**src/rtl/fetch_ctrl_pkg.sv**
```systemverilog
// ---------------------------------------------------------------------------
// fetch_ctrl_pkg
//   Shared definitions for the instruction-fetch sequencer: the FSM state
//   encoding, the default HALT instruction word and the default PC width.
//   Imported by the interface and by fetch_ctrl.
// ---------------------------------------------------------------------------
package fetch_ctrl_pkg;

    // 2-bit state codes, kept as localparams so other blocks (debug taps,
    // trace tools) can decode a state value without the enum type.
    localparam logic [1:0] ST_RUN_ENC   = 2'd0;
    localparam logic [1:0] ST_STALL_ENC = 2'd1;
    localparam logic [1:0] ST_DRAIN_ENC = 2'd2;
    localparam logic [1:0] ST_HALT_ENC  = 2'd3;

    typedef enum logic [1:0] {
        ST_RUN   = ST_RUN_ENC,
        ST_STALL = ST_STALL_ENC,
        ST_DRAIN = ST_DRAIN_ENC,
        ST_HALT  = ST_HALT_ENC
    } fetch_state_t;

    // Instruction word that stops fetch.
    localparam logic [31:0] HALT_CODE_DEF = 32'hFC00_0000;

    // Default width of the PC and every address port.
    localparam int PC_WIDTH_DEF  = 6;
    localparam int CNT_WIDTH_DEF = 16;

endpackage : fetch_ctrl_pkg

```
**src/rtl/fetch_ctrl_if.sv**
```systemverilog
// ---------------------------------------------------------------------------
// fetch_ctrl_if
//   Bundles everything the fetch sequencer exchanges with the IF stage, the
//   hazard unit and the ID/EX redirect logic.
//   master : the pipeline side (drives PC, instruction, stall, redirects)
//   slave  : fetch_ctrl (drives next_pc, IF/ID control, status, counter)
//   Signals:
//     PCout, PCnext, Instruction      IF stage -> sequencer
//     stall                           hazard unit -> sequencer
//     jump_req/jump_target            ID stage jump
//     branch_req/branch_target        EX stage branch
//     next_pc                         sequencer -> IF jmp_address
//     ifid_write, ifid_flush          IF/ID register control
//     fetch_valid, halted, fetch_count status
// ---------------------------------------------------------------------------
interface fetch_ctrl_if
    import fetch_ctrl_pkg::*;
#(
    parameter int PC_WIDTH  = PC_WIDTH_DEF,
    parameter int CNT_WIDTH = CNT_WIDTH_DEF
);
    logic [PC_WIDTH-1:0]  PCout;
    logic [PC_WIDTH-1:0]  PCnext;
    logic [31:0]          Instruction;
    logic                 stall;
    logic                 jump_req;
    logic [PC_WIDTH-1:0]  jump_target;
    logic                 branch_req;
    logic [PC_WIDTH-1:0]  branch_target;
    logic [PC_WIDTH-1:0]  next_pc;
    logic                 ifid_write;
    logic                 ifid_flush;
    logic                 fetch_valid;
    logic                 halted;
    logic [CNT_WIDTH-1:0] fetch_count;

    modport master (
        output PCout, PCnext, Instruction, stall,
        output jump_req, jump_target, branch_req, branch_target,
        input  next_pc, ifid_write, ifid_flush, fetch_valid, halted, fetch_count
    );

    modport slave (
        input  PCout, PCnext, Instruction, stall,
        input  jump_req, jump_target, branch_req, branch_target,
        output next_pc, ifid_write, ifid_flush, fetch_valid, halted, fetch_count
    );

endinterface : fetch_ctrl_if

```
**src/rtl/fetch_ctrl.sv**
```systemverilog
// ---------------------------------------------------------------------------
// fetch_ctrl
//   Instruction-fetch sequencer. Each cycle picks the address the IF stage
//   loads into its PC (sequential / hold / redirect), drives the IF/ID
//   load-enable and flush, detects the HALT instruction and counts the
//   instructions accepted into IF/ID.
//   Ports:
//     clk   rising-edge clock
//     rst   asynchronous reset, active high
//     bus   fetch_ctrl_if.slave (see interface for the signal list)
//   All decode is combinational from the current inputs: stall/redirect reach
//   next_pc and ifid_* in the same cycle.
// ---------------------------------------------------------------------------
module fetch_ctrl
    import fetch_ctrl_pkg::*;
#(
    parameter int          PC_WIDTH     = PC_WIDTH_DEF,
    parameter int          FLUSH_CYCLES = 1,
    parameter logic [31:0] HALT_CODE    = HALT_CODE_DEF,
    parameter int          CNT_WIDTH    = CNT_WIDTH_DEF
) (
    input  logic         clk,
    input  logic         rst,
    fetch_ctrl_if.slave  bus
);

    // Extra flush cycles after the redirect cycle itself.
    localparam logic [2:0] DRAIN_LOAD = 3'(FLUSH_CYCLES - 1);

    fetch_state_t         r_state;
    logic [2:0]           r_drain_cnt;
    logic [CNT_WIDTH-1:0] r_fetch_count;
    logic                 r_halted;

    fetch_state_t         w_state_next;
    logic [2:0]           w_drain_next;
    logic [PC_WIDTH-1:0]  w_next_pc;
    logic                 w_ifid_write;
    logic                 w_ifid_flush;
    logic                 w_redirect;
    logic [PC_WIDTH-1:0]  w_target;

    // Branch is from the older instruction (EX), so it beats a same-cycle
    // jump from ID. Targets are forced to a word boundary.
    assign w_redirect = bus.branch_req | bus.jump_req;
    assign w_target   = bus.branch_req ? {bus.branch_target[PC_WIDTH-1:2], 2'b00}
                                       : {bus.jump_target[PC_WIDTH-1:2], 2'b00};

    // -----------------------------------------------------------------------
    // State register
    // -----------------------------------------------------------------------
    always_ff @(posedge clk or posedge rst) begin
        if (rst) begin
            r_state       <= ST_RUN;
            r_drain_cnt   <= '0;
            r_fetch_count <= '0;
            r_halted      <= 1'b0;
        end else begin
            r_state     <= w_state_next;
            r_drain_cnt <= w_drain_next;
            // HALT is only left through reset, so this flag stays set.
            r_halted    <= (w_state_next == ST_HALT);
            if (w_ifid_write && (r_fetch_count != {CNT_WIDTH{1'b1}})) begin
                r_fetch_count <= r_fetch_count + 1'b1;
            end
        end
    end

    // -----------------------------------------------------------------------
    // Next-state / output decode
    // -----------------------------------------------------------------------
    always_comb begin
        w_state_next = r_state;
        w_drain_next = r_drain_cnt;
        w_next_pc    = bus.PCnext;
        w_ifid_write = 1'b0;
        w_ifid_flush = 1'b0;

        unique case (r_state)
            ST_RUN, ST_STALL: begin
                // STALL decodes exactly like RUN; it only records that the
                // previous cycle was held.
                if (w_redirect) begin
                    w_next_pc    = w_target;
                    w_ifid_flush = 1'b1;
                    if (FLUSH_CYCLES > 1) begin
                        w_state_next = ST_DRAIN;
                        w_drain_next = DRAIN_LOAD;
                    end else begin
                        w_state_next = ST_RUN;
                    end
                end else if (bus.stall) begin
                    w_next_pc    = bus.PCout;
                    w_state_next = ST_STALL;
                end else if (bus.Instruction == HALT_CODE) begin
                    // The HALT word itself still enters the pipeline.
                    w_next_pc    = bus.PCout;
                    w_ifid_write = 1'b1;
                    w_state_next = ST_HALT;
                end else begin
                    w_next_pc    = bus.PCnext;
                    w_ifid_write = 1'b1;
                    w_state_next = ST_RUN;
                end
            end

            ST_DRAIN: begin
                // Everything fetched here is wrong-path, so HALT detect is
                // skipped and IF/ID keeps being cleared.
                w_ifid_flush = 1'b1;
                if (w_redirect) begin
                    w_next_pc    = w_target;
                    w_drain_next = DRAIN_LOAD;
                end else if (bus.stall) begin
                    w_next_pc = bus.PCout;
                end else begin
                    w_next_pc    = bus.PCnext;
                    w_drain_next = r_drain_cnt - 3'd1;
                    if (r_drain_cnt <= 3'd1) begin
                        w_state_next = ST_RUN;
                    end
                end
            end

            ST_HALT: begin
                w_next_pc    = bus.PCout;
                w_ifid_flush = 1'b1;
            end

            default: begin
                w_state_next = ST_RUN;
            end
        endcase

        // While reset is held the IF stage is pointed at address 0 and IF/ID
        // is kept clear.
        if (rst) begin
            w_next_pc    = '0;
            w_ifid_write = 1'b0;
            w_ifid_flush = 1'b1;
        end
    end

    assign bus.next_pc     = w_next_pc;
    assign bus.ifid_write  = w_ifid_write;
    assign bus.ifid_flush  = w_ifid_flush;
    assign bus.fetch_valid = w_ifid_write;
    assign bus.halted      = r_halted;
    assign bus.fetch_count = r_fetch_count;

endmodule : fetch_ctrl

```
**src/flat_wrapper.sv**
```systemverilog
// flat-port wrapper written by rule: the top's interface ports become plain ports
module fetch_ctrl_flat import fetch_ctrl_pkg::*;
#(
    parameter int          PC_WIDTH     = PC_WIDTH_DEF,
    parameter int          FLUSH_CYCLES = 1,
    parameter logic [31:0] HALT_CODE    = HALT_CODE_DEF,
    parameter int          CNT_WIDTH    = CNT_WIDTH_DEF
)
  (clk, rst, bus_PCout, bus_PCnext, bus_Instruction, bus_stall, bus_jump_req, bus_jump_target, bus_branch_req, bus_branch_target, bus_next_pc, bus_ifid_write, bus_ifid_flush, bus_fetch_valid, bus_halted, bus_fetch_count);
  fetch_ctrl_if #(.PC_WIDTH(PC_WIDTH), .CNT_WIDTH(CNT_WIDTH)) bus_i ();
  input  logic clk;
  input  logic rst;
  input wire logic [$bits(bus_i.PCout)-1:0] bus_PCout;
  input wire logic [$bits(bus_i.PCnext)-1:0] bus_PCnext;
  input wire logic [$bits(bus_i.Instruction)-1:0] bus_Instruction;
  input wire logic [$bits(bus_i.stall)-1:0] bus_stall;
  input wire logic [$bits(bus_i.jump_req)-1:0] bus_jump_req;
  input wire logic [$bits(bus_i.jump_target)-1:0] bus_jump_target;
  input wire logic [$bits(bus_i.branch_req)-1:0] bus_branch_req;
  input wire logic [$bits(bus_i.branch_target)-1:0] bus_branch_target;
  output wire logic [$bits(bus_i.next_pc)-1:0] bus_next_pc;
  output wire logic [$bits(bus_i.ifid_write)-1:0] bus_ifid_write;
  output wire logic [$bits(bus_i.ifid_flush)-1:0] bus_ifid_flush;
  output wire logic [$bits(bus_i.fetch_valid)-1:0] bus_fetch_valid;
  output wire logic [$bits(bus_i.halted)-1:0] bus_halted;
  output wire logic [$bits(bus_i.fetch_count)-1:0] bus_fetch_count;
  assign bus_i.PCout = bus_PCout;
  assign bus_i.PCnext = bus_PCnext;
  assign bus_i.Instruction = bus_Instruction;
  assign bus_i.stall = bus_stall;
  assign bus_i.jump_req = bus_jump_req;
  assign bus_i.jump_target = bus_jump_target;
  assign bus_i.branch_req = bus_branch_req;
  assign bus_i.branch_target = bus_branch_target;
  assign bus_next_pc = bus_i.next_pc;
  assign bus_ifid_write = bus_i.ifid_write;
  assign bus_ifid_flush = bus_i.ifid_flush;
  assign bus_fetch_valid = bus_i.fetch_valid;
  assign bus_halted = bus_i.halted;
  assign bus_fetch_count = bus_i.fetch_count;
  fetch_ctrl #(.PC_WIDTH(PC_WIDTH), .FLUSH_CYCLES(FLUSH_CYCLES), .HALT_CODE(HALT_CODE), .CNT_WIDTH(CNT_WIDTH)) u_core (.clk(clk), .rst(rst), .bus(bus_i));
endmodule
```
**config.mk**
```make
export PLATFORM = sky130hd
export DESIGN_NAME = fetch_ctrl_flat
export DESIGN_NICKNAME = d
export VERILOG_FILES = /design/src/rtl/fetch_ctrl_pkg.sv /design/src/rtl/fetch_ctrl_if.sv /design/src/rtl/fetch_ctrl.sv /design/src/flat_wrapper.sv
export SDC_FILE = /design/constraint.sdc
export NUM_CORES = 1
export LEC_CHECK = 0
export BUFFER_PORTS_ARGS = -buffer_cell sky130_fd_sc_hd__clkbuf_2
export CAP_MARGIN = 15
export CORE_MARGIN = 4
export CORE_UTILIZATION = 40
export CTS_CLUSTER_DIAMETER = 100
export DETAILED_ROUTE_END_ITERATION = 10
export GPL_TIMING_DRIVEN = 0
export PLACE_DENSITY = 0.76
export SLEW_MARGIN = 20
export SYNTH_ARGS = -nofsm -noshare
export SYNTH_HDL_FRONTEND = slang
export SYNTH_SLANG_ARGS = --single-unit
```
**constraint.sdc**
```tcl
create_clock -name clk -period 2.1 [get_ports clk]
set_input_delay 0.42 -clock clk [delete_from_list [all_inputs] [get_ports clk]]
set_output_delay 0.42 -clock clk [all_outputs]
set_load 0.005 [all_outputs]
```
Word level (Yosys, flattened, before mapping)
Cells that the tools add are included.

Register bits after elaboration: 22. Logic and storage cells: 44. Output and inout bits: 26. Input bits: 61.

Multiplexer cells: 24. Magnitude comparators: 1. Bitwise logic cells: 1. Add/subtract/negate cells: 2. Equality and inequality tests: 7. Reductions and logical operators: 5.

Operators by type and width (number): $mux 6 (7); $eq 32x32->1 const B (1); $pmux 6 s3 (1); $add 16x1->16 const B (1); $ne 16x16->1 const B (1); $mux 2 (6); $eq 2x2->1 const B (3); $mux 1 (6); $mux 3 (2); $pmux 2 s2 (1); $reduce_or 2->1 (2); $le 3x1->1 const B (1); $sub 3x1->3 const B (1); $eq 2x1->1 const B (1); $logic_not 2->1 (1); $ne 2x1->1 const B (1); $pmux 1 s2 (1); $reduce_and 2->1 (1); $logic_and 1x1->1 (1); $or 1x1->1 (1).

Depth between registers and ports, before layout
Gate-level depths: netlist (run 1).

Depth after elaboration: 6. Mapped depth: 7. Depth with buffers taken out: 7.

Least setup slack after synthesis (run 1)
OpenSTA, ideal clock, no wires.

Kind: input -> output. From: input port bus_Instruction[17]. To: output port bus_next_pc[2]. Buffers on the path: 0. Data arrival time: 1.871 ns. Setup slack: -0.191 ns. Data required time: 1.680 ns. Stages: 5. Cells stage by stage: or4_4 nor4_4 a21oi_2 mux2i_1 a211oi_1.

Cells in the longest elaborated chain, start to end: 6.

Ends and longest elaborated chain: start, declared (line flat_wrapper.sv:15) `input wire logic [$bits(bus_i.Instruction)-1:0] bus_Instruction;`; $eq 32x32->1 (line fetch_ctrl.sv:95) `end else if (bus.Instruction == HALT_CODE) begin`; $mux 6 (line fetch_ctrl.sv:95); $mux 6 (line fetch_ctrl.sv:92) `end else if (bus.stall) begin`; $mux 6 (line fetch_ctrl.sv:83) `if (w_redirect) begin`; $pmux 6 s3 (line fetch_ctrl.sv:79) `unique case (r_state)`; $mux 6 (line fetch_ctrl.sv:137) `if (rst) begin`; end, declared (line flat_wrapper.sv:21) `output wire logic [$bits(bus_i.next_pc)-1:0] bus_next_pc;`.

Every way passes these cells.

Final worst setup path (run 1)
Same ends and word-level chain as after synthesis.

==> impl_results.md, run 1 <==
- Synth Area in Adders: under 10%
- Seq cells post-synth: 22
- Reg2Reg Depth: 5
- Synth Area in Compound Gates: 14.0%
- Global route overflow: 0
- Number of synthesized flops with an enable pin: 0
- Period minus WS final: between 2000 and 2500 ps
- Max Cap Viol: 0
- 1st-iter DRT viols: 66
- DIE WIDTH: 70.8 um
- Port Buffers: between 80 and 90
- Cell Chain, Critical Path: clkbuf_2, or4_4, nor4_4, a21oi_4, mux2i_1, a211oi_2, buf_2
- CTS Hold Bufs: 0
- Die height: between 70 and 80 um
- Setup ws final: -391 ps
- Max IR drop VDD: 0.296 mV
- Placed wire-length estimate: roughly 3400 um
- Req. time, crit path: ~1700 ps
- Final Cell Area: roughly 2200 um2
- Syn Area/Cell: between 8 and 9 um2
- Hold Violations, Final: 0
- Post-synth top area share: between 30% and 40%
- Most frequent cells in the layout: clkbuf_2, nand2_1, dfrtp_1
- Setup WS pre-CTS: -573 ps
- Number of I/O pins: 87
- Diodes inserted: 0
- Worst min-delay path class: input pin to async pin
- CP bufs+invs: 2
- Area leader, netlist: dfrtp_1
- Most area-consuming cells after synthesis: dfrtp_1, mux2i_1, nand2_1
- DR pass1 iterations: 4
- Switching pwr: ~0.20 mW
- Share of power burned in registers: 48.5%
- Core area: ~3700 um2
- Critical path class: input pin to output port
- Yosys cell types: 41
- RSZ-0062 raised after global routing: yes
- Sw Share: 23.3%
- Area Growth Syn to Fin: 39.2%
- Layout net count: between 300 and 400
- Final ANT Viol Nets: 0
- Seq. cell area: between 500 and 600 um2
- CP max stage delay: between 500 and 600 ps
- Initial antenna violation count: 0
- Final TNS setup: -2140 ps
- Root Driver: clkbuf_8
- Multi-input gate area: 1020 um2
- Vias post-DR: roughly 1600
- Max FO, Critical Path: 7
- Vias in the first global route: 1503
- Drt wl/cell: 13.3 um
- Met2 GRT Util: 27.6%
- Max clock buf depth: 2
- Share of layout cells above drive strength 1: roughly 40%
- Slowest-stage cell, CP: or4_4
- Critical R2R Launch: u_core.bus.fetch_count[0]$_DFFE_PP0P_
- H-Tree Level Count: 1
- Violated checks: negative setup slack
- Synth Flop Type: dfrtp_1
- Clock skew: roughly 2.2 ps
- CP Launch Type: input pin
- Final GP Congestion: between 0.7 and 0.8
- Final wirelength: around 4200 um
- Mux cell area share after synthesis: under 10%
- Largest family of logic cells by synthesized area: simple AND/OR/NAND/NOR gates
- Worst Path Arrival: around 2100 ps
- Most common cell after layout, fill and taps aside: clkbuf_2
- DRC: 0
- Post-synthesis simple-gate area fraction: between 20% and 30%
- Gate power share: between 10% and 20%
- Part of the cycle the worst path needs: 119%
- Initial Util: a little over two fifths
- CP delay by family, top: simple AND/OR/NAND/NOR gates
- Gr usage total: approximately 17%
- Post-placement cell area: approximately 2100 um2
- Syn_nets: roughly 240
- Cell Area, Synth: roughly 1600 um2
- Post-DR vias/cell: between 5 and 6
- # fillers: roughly 350
- Core Rows: 22
- Clock power frac: between 30% and 40%
- Static Leak: roughly 1.1 nW
- CTS tree: yes
- Synth Warn #: 0
- Gr busiest metal: met2
- Post-Syn Instances: roughly 180
- Setup-failing EPs final: 6
- # clock sinks: 22
- Final Max Slew Viols: 0
- Normalized max-slew margin: between 50% and 60%
- First-pass GRT wire length: 6830 um
- Clk slew on worst S/H paths: 70 ps
- Clk Latency, worst-skew pair: approximately 260 ps
- Critical R2R Capture: u_core.bus.fetch_count[1]$_DFFE_PP0P_
- Post-synthesis sequential area ratio: 34.9%
- GR Util met3: roughly 2.6%
- Synth Area in XOR/XNOR: under 10%
- Slew at the pin closest to its max-slew limit: 628 ps
- P_int: 0.670 mW
- Critical Path End Type: output port
- Status: complete, but fails checks
- Met1 Use GR: between 20 and 25%
- Largest net degree at the start of global routing: 26
- Pwr/cell area: ~400 nW/um2
- Register-to-register setup slack: 270 ps
- TritonCTS Buffers: 3
- Full die area: 5010 um2
- Asr flop ratio synth: 100%
- Fmax: 401 MHz
[cell families after synthesis]
group                      count (synthesis)
AOI/OAI and AO/OA                         31
xor gates and xnor gates                  14
adders and majority gates                  3
buffers and inverters                     14
DFF                                       22
muxes                                     14
and+or+nand+nor                           79
[layout make-up]
type	count	area share (%)
inverters	8	1.54
repair inverters	1	0.228
plain buffers	6	1.31
repair buffers	85	20.1
clock buffers	4	2.51
well taps	48	2.74
flip-flops and latches	22	25.1
multi-input cells	141	46.4
[routing by layer]
metal  wire length (um)  up-vias
met5                  0        -
met4                 80        0
met3                166        6
met2               2020       35
met1               1930      761
li1                   -      836
[how the worst max path moves through the flow]
stage | from | endpoint | slack [ps] | cells after the start
final | bus_Instruction[17] | bus_next_pc[2] | -390 | 7
after CTS | bus_Instruction[17] | bus_next_pc[2] | -400 | 7
after global placement | rst | u_core.bus.fetch_count[1]$_DFFE_PP0P_ | -580 | 5
after floorplan | bus_Instruction[16] | bus_next_pc[2] | -130 | 5
after global routing | bus_Instruction[17] | bus_next_pc[4] | -450 | 7
after detailed placement | rst | u_core.bus.fetch_count[1]$_DFFE_PP0P_ | -570 | 5
[per-stage QoR]
step           instances  power [mW]  hold slack, ps  utilization (%)
3_5_place_dp         307       0.580             473             55.4
2_1_floorplan        177       0.503             435                -
6_report             315       0.873             159             58.6
4_1_cts              313       0.883             249             58.1
5_1_grt              315       0.923             174             58.6
3_3_place_gp         307       0.578             471             55.4
[Yosys cell counts (2+ instances only)]
library cell,count
a221oi_1,4
nor2b_1,4
nor3_1,8
xor2_1,5
clkbuf_1,4
o21ai_0,9
mux2i_1,9
dfrtp_1,22
nor4_1,5
nand2b_1,2
ha_1,3
nand4_1,5
a21oi_2,2
a21oi_1,3
inv_1,8
mux2_2,5
nand3_1,6
or4_4,2
and3_1,2
nand4b_1,2
xnor2_1,9
nor2_1,9
a211oi_1,5
nand2_1,23
nor3b_1,4
nor4b_1,2
[power by group through the flow]
stage,Combinational [mW],Clock [mW],Sequential (mW)
finish,0.154,0.296,0.423
global route,0.172,0.328,0.423
CTS,0.153,0.307,0.423
detailed placement,0.148,0,0.432
global placement,0.146,0,0.432
floorplan,0.0715,0,0.432
[state kept, by name (all words and copies together) (netlist names)]
name                    cells
u_core.r_drain_cnt          3
u_core.bus.fetch_count     16
u_core.bus.halted           1
u_core.r_state              2
[what timing repair did]
item                                    CTS  global route
gates resized for setup                   6             7
pin swaps                                 4             1
gates cloned                              0             1
setup buffers                             2             1
endpoints found under the setup margin   24             8
Power figures use the tool's default switching activity.
==> run 2: changes to the inputs <==
--- a/config.mk
+++ b/config.mk
@@ -5,7 +5,7 @@
 export SDC_FILE = /design/constraint.sdc
 export NUM_CORES = 1
 export LEC_CHECK = 0
-export BUFFER_PORTS_ARGS = -buffer_cell sky130_fd_sc_hd__clkbuf_2
+export BUFFER_PORTS_ARGS = -buffer_cell sky130_fd_sc_hd__buf_2
 export CAP_MARGIN = 15
 export CORE_MARGIN = 4
 export CORE_UTILIZATION = 40
@@ -13,6 +13,7 @@
 export DETAILED_ROUTE_END_ITERATION = 10
 export GPL_TIMING_DRIVEN = 0
 export PLACE_DENSITY = 0.76
+export SETUP_SLACK_MARGIN = 0.02
 export SLEW_MARGIN = 20
 export SYNTH_ARGS = -nofsm -noshare
 export SYNTH_HDL_FRONTEND = slang
==> impl_results.md, run 2 (synthesized netlist as in run 1, its figures left out) <==
- CP delay by family, top: simple AND/OR/NAND/NOR gates
- Register-to-register setup slack: 250 ps
- Layout net count: approximately 330
- Violated checks: negative setup slack
- DRC: 0
- Met1 Wirelength: 1810 um
- P_int: about 0.64 mW
- Port Buffers: between 80 and 90
- Static Leak: roughly 1.1 nW
- Initial Util: a little over two fifths
- Final Max Slew Viols: 0
- Status: complete, but fails checks
- Critical R2R Launch: u_core.bus.fetch_count[9]$_DFFE_PP0P_
- Slowest-stage cell, CP: or4_4
- Final ANT Viol Nets: 0
- Global route overflow: 0
- Cell Chain, Critical Path: buf_6, or4_4, nor4_4, a21oi_4, mux2i_1, a211oi_2, buf_2
- Critical Path End Type: output port
- Max FFs per register: 16
- Worst min-delay path class: input pin to async pin
- Area Growth Syn to Fin: 39.2%
- Full die area: roughly 5000 um2
- Core Rows: 22
- CP bufs+invs: 2
- Core area: between 3000 and 4000 um2
- Fin cells: 315
- Reg2Reg Depth: 5
- Sw Share: 23.8%
- DIE WIDTH: between 70 and 80 um
- Number of I/O pins: slightly below 90
- CTS tree: yes
- TritonCTS Buffers: 3
- Final TNS setup: -2420 ps
- Clock power frac: between 30% and 40%
- Max Cap Viol: 0
- Final GP Congestion: 0.777
- Hold Violations, Final: 0
- Diodes inserted: 0
- Switching pwr: slightly below 0.2 mW
- Gate power share: between 10% and 20%
- Wire length on met3: between 200 and 250 um
- Worst Path Arrival: 2120 ps
- Share of layout cells above drive strength 1: 41.6%
- Setup-failing EPs final: 6
- Most frequent cells in the layout: buf_2, nand2_1, dfrtp_1
- Post-DR vias/cell: between 5 and 6
- Initial antenna violation count: 0
- Root Driver: clkbuf_8
- Critical R2R Capture: u_core.bus.fetch_count[15]$_DFFE_PP0P_
- CP max stage delay: 530 ps
- CP Launch Type: input pin
- Vias in the first global route: around 1600
- Setup WS pre-CTS: -547 ps
- Setup ws final: -437 ps
- Clk Latency, worst-skew pair: about 260 ps
- Slew at the pin closest to its max-slew limit: 601 ps
- Share of power burned in registers: 50.7%
- Largest net degree at the start of global routing: 14
- Pwr/cell area: 381 nW/um2
- # fillers: approximately 360
- DR pass1 iterations: 4
- First-pass GRT wire length: 6890 um
- Fmax: approximately 400 MHz
- Max FO, Critical Path: 7
- Clk slew on worst S/H paths: about 70 ps
- Most common cell after layout, fill and taps aside: buf_2
- RSZ-0062 raised after global routing: yes
- Gr usage total: around 17%
- Clock skew: roughly 4.5 ps
- Fin util: between 50% and 60%
- Metal2 WL: ~2200 um
- 1st-iter DRT viols: between 70 and 80
- WHS: about 150 ps
- Final wirelength: ~4300 um
- Max clock buf depth: 2
- Part of the cycle the worst path needs: 121%
- Critical path class: input pin to output port
- Period minus WS final: 2540 ps
- Placed wire-length estimate: 3370 um
- Max Used Layer: met4
- Vias post-DR: 1653
- Die height: just over 70 um
- H-Tree Level Count: 1
- Max IR drop VDD: about 0.15 mV
- # clock sinks: 22
- Dpl cells: 307
- Drt wl/cell: 13.6 um
- Normalized max-slew margin: 59.9%
- Req. time, crit path: 1680 ps
-- run 2: cell types whose count changed in the layout (fill, tap and decap cells not counted), sizes merged --
cell | previous run | this run
buf | 9 | 88
clkbuf | 86 | 7
-- run 2: how the worst max path moves through the flow --
stage                   startpoint                               endpoint  slack [ps]  cells after the start
2_1_floorplan  bus_Instruction[16]                         bus_next_pc[2]        -130                      5
3_3_place_gp                   rst  u_core.bus.fetch_count[1]$_DFFE_PP0P_        -560                      5
3_5_place_dp                   rst  u_core.bus.fetch_count[1]$_DFFE_PP0P_        -550                      5
4_1_cts        bus_Instruction[17]                         bus_next_pc[5]        -440                      7
5_1_grt        bus_Instruction[22]                         bus_next_pc[4]        -520                      7
6_report       bus_Instruction[22]                         bus_next_pc[4]        -440                      7
-- run 2: what timing repair did --
action                                 CTS  global route
hold buffers                             0             0
gates resized for setup                  5             5
cloned                                   1             0
pin swaps                                2             4
buffers inserted                         0             4
setup endpoints to repair               24             9
endpoints found under the hold margin    0             0
-- run 2: routing by layer --
metal / vias to the layer above / track usage, %
met1: 766 / 20.9
met3: 6 / 4.12
li1: 838 / -
met4: 0 / 4.18
met5: - / 0
met2: 43 / 29.0
-- run 2: final cells by class --
class / count / area, um2 / area share [%]
flip-flops and latches: 22 / 551 / 25.1
inverters: 8 / 33.8 / 1.54
well taps: 48 / 60.1 / 2.74
clock buffers: 3 / 41.3 / 1.88
multi-input cells: 141 / 1010 / 46.3
repair buffers: 86 / 459 / 20.9
repair inverters: 1 / 5.00 / 0.228
plain buffers: 6 / 28.8 / 1.31
-- run 2: power by group through the flow --
stage	Combinational [mW]	Sequential [mW]	Clock [mW]
after floorplan	0.0715	0.432	0
after global placement	0.145	0.432	0
after detailed placement	0.149	0.432	0
after CTS	0.154	0.423	0.261
after global routing	0.179	0.423	0.273
final	0.161	0.424	0.251
-- run 2: worst reg2reg max path, cell delays in order (launching register included) --
cell     delay (ps)
dfrtp_1         420
nand4_1         170
nor3_1          360
nor4b_1         460
nand3_1         160
xnor2_1         150
-- run 2: through the flow --
stage                     power (mW)  instance area, um2
final                          0.835                2190
after global routing           0.875                2190
after CTS                      0.839                2150
after detailed placement       0.581                2070
after global placement         0.577                2070
after floorplan                0.503                1600
